File: src/rtl/apb_gpio_ctrl.sv
// APB slave GPIO controller: per-pin output data and direction, synchronised
// inputs, and edge-triggered interrupt status with enable masking.
module apb_gpio_ctrl #(
  parameter int NGPIO       = 32,
  parameter int ADDR_W      = 8,
  parameter int WAIT_STATES = 0
) (
  input  logic              PCLK,
  input  logic              PRESET,
  input  logic              PSEL,
  input  logic              PENABLE,
  input  logic              PWRITE,
  input  logic [ADDR_W-1:0] PADDR,
  input  logic [31:0]       PWDATA,
  output logic [31:0]       PRDATA,
  output logic              PREADY,
  output logic              PSLVERR,
  input  logic [NGPIO-1:0]  gpio_in,
  output logic [NGPIO-1:0]  gpio_out,
  output logic [NGPIO-1:0]  gpio_oe,
  output logic              irq
);

  localparam logic [2:0] WS = 3'(WAIT_STATES);

  // Handshake: a transfer is SETUP (PSEL & ~PENABLE) then ACCESS
  // (PSEL & PENABLE); it completes on the rising edge where PREADY is high,
  // and PRDATA/PSLVERR are meaningful only in that cycle.
  logic             access;
  logic [2:0]       wcnt;
  logic [31:0]      addr_ext;
  logic [29:0]      word_idx;
  logic             invalid;
  logic             wr_en;
  logic [NGPIO-1:0] wdata_g;

  logic [NGPIO-1:0] data_out, dir, irq_en, irq_type, irq_stat;
  logic [NGPIO-1:0] sync1, sync2, hist;
  logic [NGPIO-1:0] edge_event;
  logic [31:0]      rdata;

  assign access   = PSEL & PENABLE;
  assign PREADY   = access & (wcnt == WS);
  assign PSLVERR  = PREADY & invalid;
  assign addr_ext = 32'(PADDR);
  assign word_idx = addr_ext[31:2];
  assign wdata_g  = PWDATA[NGPIO-1:0];
  assign wr_en    = access & PWRITE & PREADY & ~invalid;

  always_ff @(posedge PCLK or posedge PRESET) begin
    if (PRESET)                wcnt <= 3'd0;
    else if (access & ~PREADY) wcnt <= wcnt + 3'd1;
    else                       wcnt <= 3'd0;
  end

  always_comb begin
    invalid = 1'b1;
    if (addr_ext[1:0] == 2'b00) begin
      case (word_idx)
        30'd0, 30'd1, 30'd3, 30'd4, 30'd5: invalid = 1'b0;
        30'd2:                             invalid = PWRITE;
        default:                           invalid = 1'b1;
      endcase
    end
  end

  always_ff @(posedge PCLK or posedge PRESET) begin
    if (PRESET) begin
      sync1 <= '0;
      sync2 <= '0;
      hist  <= '0;
    end else begin
      sync1 <= gpio_in;
      sync2 <= sync1;
      hist  <= sync2;
    end
  end

  assign edge_event = (irq_type & ~sync2 & hist) | (~irq_type & sync2 & ~hist);

  always_ff @(posedge PCLK or posedge PRESET) begin
    if (PRESET) begin
      data_out <= '0;
      dir      <= '0;
      irq_en   <= '0;
      irq_type <= '0;
    end else if (wr_en) begin
      case (word_idx)
        30'd0:   data_out <= wdata_g;
        30'd1:   dir      <= wdata_g;
        30'd3:   irq_en   <= wdata_g;
        30'd4:   irq_type <= wdata_g;
        default: ;
      endcase
    end
  end

  // A new event on a bit being cleared in the same cycle keeps the bit set.
  always_ff @(posedge PCLK or posedge PRESET) begin
    if (PRESET)
      irq_stat <= '0;
    else if (wr_en && word_idx == 30'd5)
      irq_stat <= (irq_stat & ~wdata_g) | edge_event;
    else
      irq_stat <= irq_stat | edge_event;
  end

  always_comb begin
    rdata = 32'd0;
    if (access & ~PWRITE & ~invalid) begin
      case (word_idx)
        30'd0:   rdata[NGPIO-1:0] = data_out;
        30'd1:   rdata[NGPIO-1:0] = dir;
        30'd2:   rdata[NGPIO-1:0] = sync2;
        30'd3:   rdata[NGPIO-1:0] = irq_en;
        30'd4:   rdata[NGPIO-1:0] = irq_type;
        30'd5:   rdata[NGPIO-1:0] = irq_stat;
        default: rdata = 32'd0;
      endcase
    end
  end

  assign PRDATA   = rdata;
  assign gpio_out = data_out;
  assign gpio_oe  = dir;
  assign irq      = |(irq_stat & irq_en);

endmodule
File: config.mk
export PLATFORM = sky130hd
export DESIGN_NAME = apb_gpio_ctrl
export DESIGN_NICKNAME = d
export VERILOG_FILES = /design/src/rtl/apb_gpio_ctrl.sv
export SDC_FILE = /design/constraint.sdc
export NUM_CORES = 1
export LEC_CHECK = 0
export BUFFER_PORTS_ARGS = -buffer_cell sky130_fd_sc_hd__buf_2
export CORE_AREA = 2 2 137 139
export DETAILED_ROUTE_END_ITERATION = 6
export DIE_AREA = 0 0 139 141
export HOLD_SLACK_MARGIN = 0.1
export PLACE_DENSITY = 0.88
export SLEW_MARGIN = 15
export SYNTH_ARGS = -nofsm -noshare
export SYNTH_HDL_FRONTEND = slang
export SYNTH_SLANG_ARGS = --single-unit
File: constraint.sdc
create_clock -name PCLK -period 24 [get_ports PCLK]
set_input_delay 3.6 -clock PCLK [delete_from_list [all_inputs] [get_ports PCLK]]
set_output_delay 3.6 -clock PCLK [all_outputs]
set_load 0.01 [all_outputs]
==> flow_summary.ini, run 1 <==
[synthesis]
seq_area_frac_synth = 0.5973
synth_warnings = 0
syn_area_um2 = 10850
ys_types = 35
synthesis.instances = 834
syn_area_per_cell_um2 = 13.01
ys_ff_latch = 259
synth_fp_nets = 913

[critical_path]
end_kind = output pin
ff2ff_path_depth = 9
cp_slowest_stage_delay_ps = 730
critical_path.top_delay_family = simple AND/OR/NAND/NOR gates
cp_cell_sequence = buf_2, or3_1, nor4b_4, buf_4, a222oi_1, a21oi_1, buf_2
cp_slowest_cell = nor4b_4
critPathMaxFanout = 22
rr_endpoint = gpio_oe[0]
reg2reg_slack_ps = 20780
crit_type = primary input to output pin
crit_buf_inv = 3
worstReg2RegStart = wcnt[0]
start_kind = primary input
cpMostUsedCell = buf_2
cp.required_ps = 20400
arrival_ps = 5990

[floorplanning]
coreArea_um2 = 18270
row_count = 50
start_util = 0.5940
ios = 176
die_x_um = 139
fp.dieH_um = 141
dieArea_um2 = 19600

[power_and_ir_drop]
total_leakage_power_nw = 6.296
power_density_nw_per_um2 = 71.22
ir_worst_vdd_uv = 64.68

[sta]
max_slew_margin = 0.2780
fin_tns_setup_ps = 0
finalHoldViolCount = 0
setup_viol = 0
fmax_mhz = 104.3
worst_slew_pin_slew_ps = 1081
fin_skew_ps = 15.00
finalCritPeriodShare = 0.3997
report.final.slew_viol_count = 0
rsz0062_at_grt = false
min_period_ps = 9592

[layout]
instances_no_fill = 1262
nNetsFinal = 1086
layout_common_cells = dfrtp_1 (259), buf_2 (174), mux2_2 (162), nand2_1 (97)
drive_gt1_frac = 0.4241
antenna_cells = 0
syn_to_final_growth_pct = 18.63
mostFrequentLayoutCell = dfrtp_1

[global_route]
grt_max_degree = 127
grt_first_pass_wirelength_mm = 43.33
grt-ovfl-total = 0
grt_pass1_vias = 7939
antenna_found_initial = 0
grt_usage = 0.2783

[worst_hold_path]
hold_class = register to register
min_path_cells = 0
min_to = sync2[17]
holdCritStartpoint = sync1[17]

[clocking]
numCtsBuffers = 27
cts_setup_buffers = 0
postCtsHoldBufs = 0
cts-root-buf = clkbuf_16
insertion_delay_ps = 530
cts_resized = 0
cts_sinks = 259
clkTransAtPathRegs_ps = 60
h-tree-depth = 1
clock_path_buffers = 3
cts_tree = yes

[detailed_routing]
vias = 7572
route.detailed.drc = 0
via_per_inst = 6.000
drtIter0Drc = 730
wirelength_mm = 26.57
wl_per_cell_um = 21.05
dr.pass1.iters = 7
ant_nets = 0

[placement]
port_buffers = 175
place_inst = 1212
place_congestion = 0.8329
hpwl_mm = 17.14

[run]
maxCapViolCount = 0

[run_status]
status = complete, no violations
[per-layer routing]
layer | global-route usage | share of wire
met5 | 0 | 0
met4 | 0.08772 | 0.025
met3 | 0.04042 | 0.065
met2 | 0.4633 | 0.49
met1 | 0.3854 | 0.42
[registers in the layout, summed over array words and instances, names as in the netlist]
register and count:
gpio_out 32, irq_en 32, sync1 32, gpio_oe 32
irq_type 32, irq_stat 32, sync2 32, hist 32
wcnt 3
[worst reg2reg max path, delay by kind of cell, from the launching register on]
kind	cells	cell delay, ps
flops	1	400
buf+inv	3	600
mux	1	350
simple gates	4	1610
fa+ha+maj	1	150
[through the flow]
| stage | total power [W] | worst slack (ps) | instance area [µm²] | utilization | hold WS [ps] |
|---|---|---|---|---|---|
| 6_report | 0.0009167 | 14410 | 12870 | 0.7047 | 347.6 |
| 5_1_grt | 0.0009452 | 14340 | 12870 | 0.7047 | 354.1 |
| 4_1_cts | 0.0009210 | 14440 | 12870 | 0.7047 | 348.5 |
| 3_5_place_dp | 0.0004976 | 14480 | 11960 | 0.6545 | 334.7 |
| 3_3_place_gp | 0.0004960 | 14530 | 11960 | 0.6545 | 331.6 |
| 2_1_floorplan | 0.0004788 | 13270 | 10850 | - | 331.2 |
[cell usage after synthesis]
library cell  count  share of area
dfrtp_1         259           0.60
mux2_2          162           0.17
nand2_1          97          0.034
inv_1            35          0.012
nor2_1           34          0.012
a21oi_1          32          0.015
a222oi_1         32          0.030
o211ai_1         31          0.021
o21ai_0          31          0.014
mux2_4           30          0.042
clkbuf_1         28         0.0097
a22oi_1          16          0.011
buf_2            10         0.0046
nand4_1           5         0.0029
buf_6             4         0.0042
nand3_1           3         0.0014
and4b_1           2         0.0018
ha_1              2         0.0023
nand3b_1          2         0.0014
nor3_1            2        0.00092
nor3_2            2         0.0018
nor3b_1           2         0.0014
a211oi_4          1         0.0018
a31oi_1           1        0.00058
mux2i_1           1        0.00092
nand4_2           1         0.0012
nor2b_1           1        0.00058
nor2b_2           1        0.00081
nor3b_2           1         0.0012
nor4b_2           1         0.0014
o31ai_1           1        0.00069
or3_1             1        0.00058
or3b_2            1        0.00081
or4_1             1        0.00069
or4b_1            1        0.00092
[layout make-up]
cell class,count,area (µm²)
Clock inverter,11,136.4
Timing Repair Buffer,186,960.9
Tap cell,234,292.8
Clock buffer,39,780.7
Multi-Input combinational cell,498,4081
Sequential cell,259,6481
Fill cell,1229,5395
Inverter,35,138.9
[kinds of logic after synthesis]
kind of cell,Yosys count,share of synthesized area
adder cells (fa/ha/maj),2,0.002306
AND/OR/NAND/NOR,158,0.06504
multiplexers,193,0.2106
buffers and inverters,77,0.03056
AO/OA/AOI/OAI,145,0.09421
flip-flops,259,0.5973
[where the power goes]
part	leakage (nW)	switching (W)	internal (W)	total [W]
logic	2.61	0.0000239	0.0000136	0.0000375
clock network	0.453	0.000169	0.000258	0.000427
registers	3.23	0.00000655	0.000446	0.000452
total	6.30	0.000199	0.000717	0.000917
[how the worst max path moves through the flow]
stage                         from         end  slack, ps  cells after the start
after floorplan             PRESET  gpio_oe[0]      13270                      1
final                     PADDR[7]  PRDATA[20]      14410                      7
after CTS                 PADDR[7]   PRDATA[9]      14440                      7
after detailed placement  PADDR[7]  PRDATA[20]      14480                      7
after global routing      PADDR[7]  PRDATA[20]      14340                      7
after global placement    PADDR[7]  PRDATA[20]      14530                      7
Note: power is estimated with default switching activity, not from simulation.
==> run 2, diff against run 1 <==
Settings changed: CORE_AREA 2 2 137 139 to 2 2 149 151, DIE_AREA 0 0 139 141 to 0 0 151 153, PLACE_DENSITY 0.88 to 0.79.
Clock period 24 ns to 8 ns, I/O delays scaled along.
==> run 2 against run 1 <==
Largest cell class unchanged. Clock skew fell by 8.4 ps. Clock-buffer cell count shrank 2. First-iteration DRC count fell by 31%. Highest routed layer unchanged. Critical path depth fell by 1. Worst hold slack got worse by 1.3 ps. Power rose to 3.0 times the previous value. Core utilization decreased by 10 points. Non-clock buffer count rose by 1. Cell area is 0.22% higher. Sequential share of layout area shrank 0.11 points.
==> flow_summary.ini, run 2 (synthesized netlist as in run 1, its figures left out) <==
[placement]
hpwl_mm = 17.23
port_buffers = 175
place_congestion = 0.7733

[worst_hold_path]
min_path_cells = 0
hold_class = register to register
holdCritStartpoint = sync1[8]
min_to = sync2[8]

[detailed_routing]
ant_nets = 0
wl_per_cell_um = 21.07
route.detailed.drc = 0
vias = 7583
drtIter0Drc = 501
dr.pass1.iters = 7
via_per_inst = 5.802
wirelength_mm = 27.55

[clocking]
clock_path_buffers = 3
numCtsBuffers = 27
insertion_delay_ps = 530
postCtsHoldBufs = 0
cts_setup_buffers = 0
cts_tree = yes
cts_resized = 0
clkTransAtPathRegs_ps = 60
h-tree-depth = 1
cts_sinks = 259
cts-root-buf = clkbuf_16

[sta]
fin_tns_setup_ps = 0
fin_skew_ps = 6.629
fmax_mhz = 221.7
rsz0062_at_grt = false
max_slew_margin = 0.2722
finalCritPeriodShare = 0.5639
worst_slew_pin_slew_ps = 1089
setup_viol = 0
finalHoldViolCount = 0
min_period_ps = 4511
report.final.slew_viol_count = 0

[critical_path]
start_kind = primary input
end_kind = output pin
ff2ff_path_depth = 9
critPathMaxFanout = 37
arrival_ps = 3310
crit_type = primary input to output pin
rr_endpoint = gpio_oe[1]
reg2reg_slack_ps = 4760
worstReg2RegStart = wcnt[0]
cp.required_ps = 6800

[global_route]
antenna_found_initial = 2
use_met3 = 0.04776
use_met1 = 0.3284
grt_pass1_vias = 7807
grt_use_met2 = 0.3905
grt-ovfl-total = 0
grt_first_pass_wirelength_mm = 43.21
top_usage_layer = met2
grt_usage = 0.2402
grt_max_degree = 117

[floorplanning]
dieArea_um2 = 23100
start_util = 0.5050
ios = 176
fp.dieH_um = 153
row_count = 54
die_x_um = 151
coreArea_um2 = 21490

[power_and_ir_drop]
ir_worst_vdd_uv = 183.6
total_power_w = 0.002713
total_leakage_power_nw = 6.275
power_density_nw_per_um2 = 210.3

[run]
maxCapViolCount = 0

[layout]
syn_to_final_growth_pct = 18.90
fill_cells = 1721
nNetsFinal = 1087
regArea_um2 = 6481
drive_gt1_frac = 0.4215
multi_input_area_um2 = 4081
mostFrequentLayoutCell = dfrtp_1
layout_common_cells = dfrtp_1 (259), buf_2 (174), mux2_2 (162), nand2_1 (97)

[run_status]
status = complete, no violations
-- run 2: cell types whose count changed in the layout (fill, tap and decap cells not counted), sizes merged --
cell / previous run / this run
clkbuf: 39 / 37
diode: 0 / 2
buf: 186 / 187
clkinv: 6 / 5
inv: 36 / 35
-- run 2: layout make-up --
type,count,share of cell area
Inverter,35,0.01047
Clock inverter,9,0.009601
Clock buffer,37,0.05761
Tap cell,280,0.02716
Multi-Input combinational cell,498,0.3164
Timing Repair Buffer,187,0.07604
Antenna cell,2,0.0003879
Sequential cell,259,0.5024
-- run 2: how the worst max path moves through the flow --
stage | cells past startpoint | slack (ps) | startpoint | end
3_3_place_gp | 6 | 3550 | PADDR[2] | PRDATA[23]
5_1_grt | 5 | 3350 | PADDR[7] | PRDATA[23]
3_5_place_dp | 5 | 3490 | PADDR[7] | PRDATA[10]
6_report | 6 | 3490 | PADDR[2] | PRDATA[11]
2_1_floorplan | 1 | 3390 | PRESET | gpio_oe[0]
4_1_cts | 5 | 3490 | PADDR[7] | PRDATA[10]
-- run 2: critical path, stage by stage --
cell	delay, ps
buf_4	450
buf_4	580
mux2_2	390
a222oi_1	300
a21oi_1	150
buf_2	200
-- run 2: report_power, final --
group | internal (W) | switching (W)
sequential | 0.00134 | 0.0000178
clock | 0.000741 | 0.000503
combinational | 0.0000417 | 0.0000717
total | 0.00212 | 0.000592
-- run 2: routing by layer --
metal	share of wire	wire (µm)
met3	0.074	2045
met1	0.41	11390
met2	0.48	13290
met4	0.030	816
met5	0	0
-- run 2: through the flow --
step                hold slack (ps)  std cells  setup WS (ps)  utilization  area [µm²]
floorplan                     331.2        834           3386            -       10850
global placement              333.0       1259           3546       0.5599       12030
detailed placement            334.7       1259           3492       0.5599       12030
CTS                           348.1       1305           3486       0.6002       12900
global route                  352.6       1306           3350       0.6003       12900
finish                        346.3       1307           3489       0.6005       12900
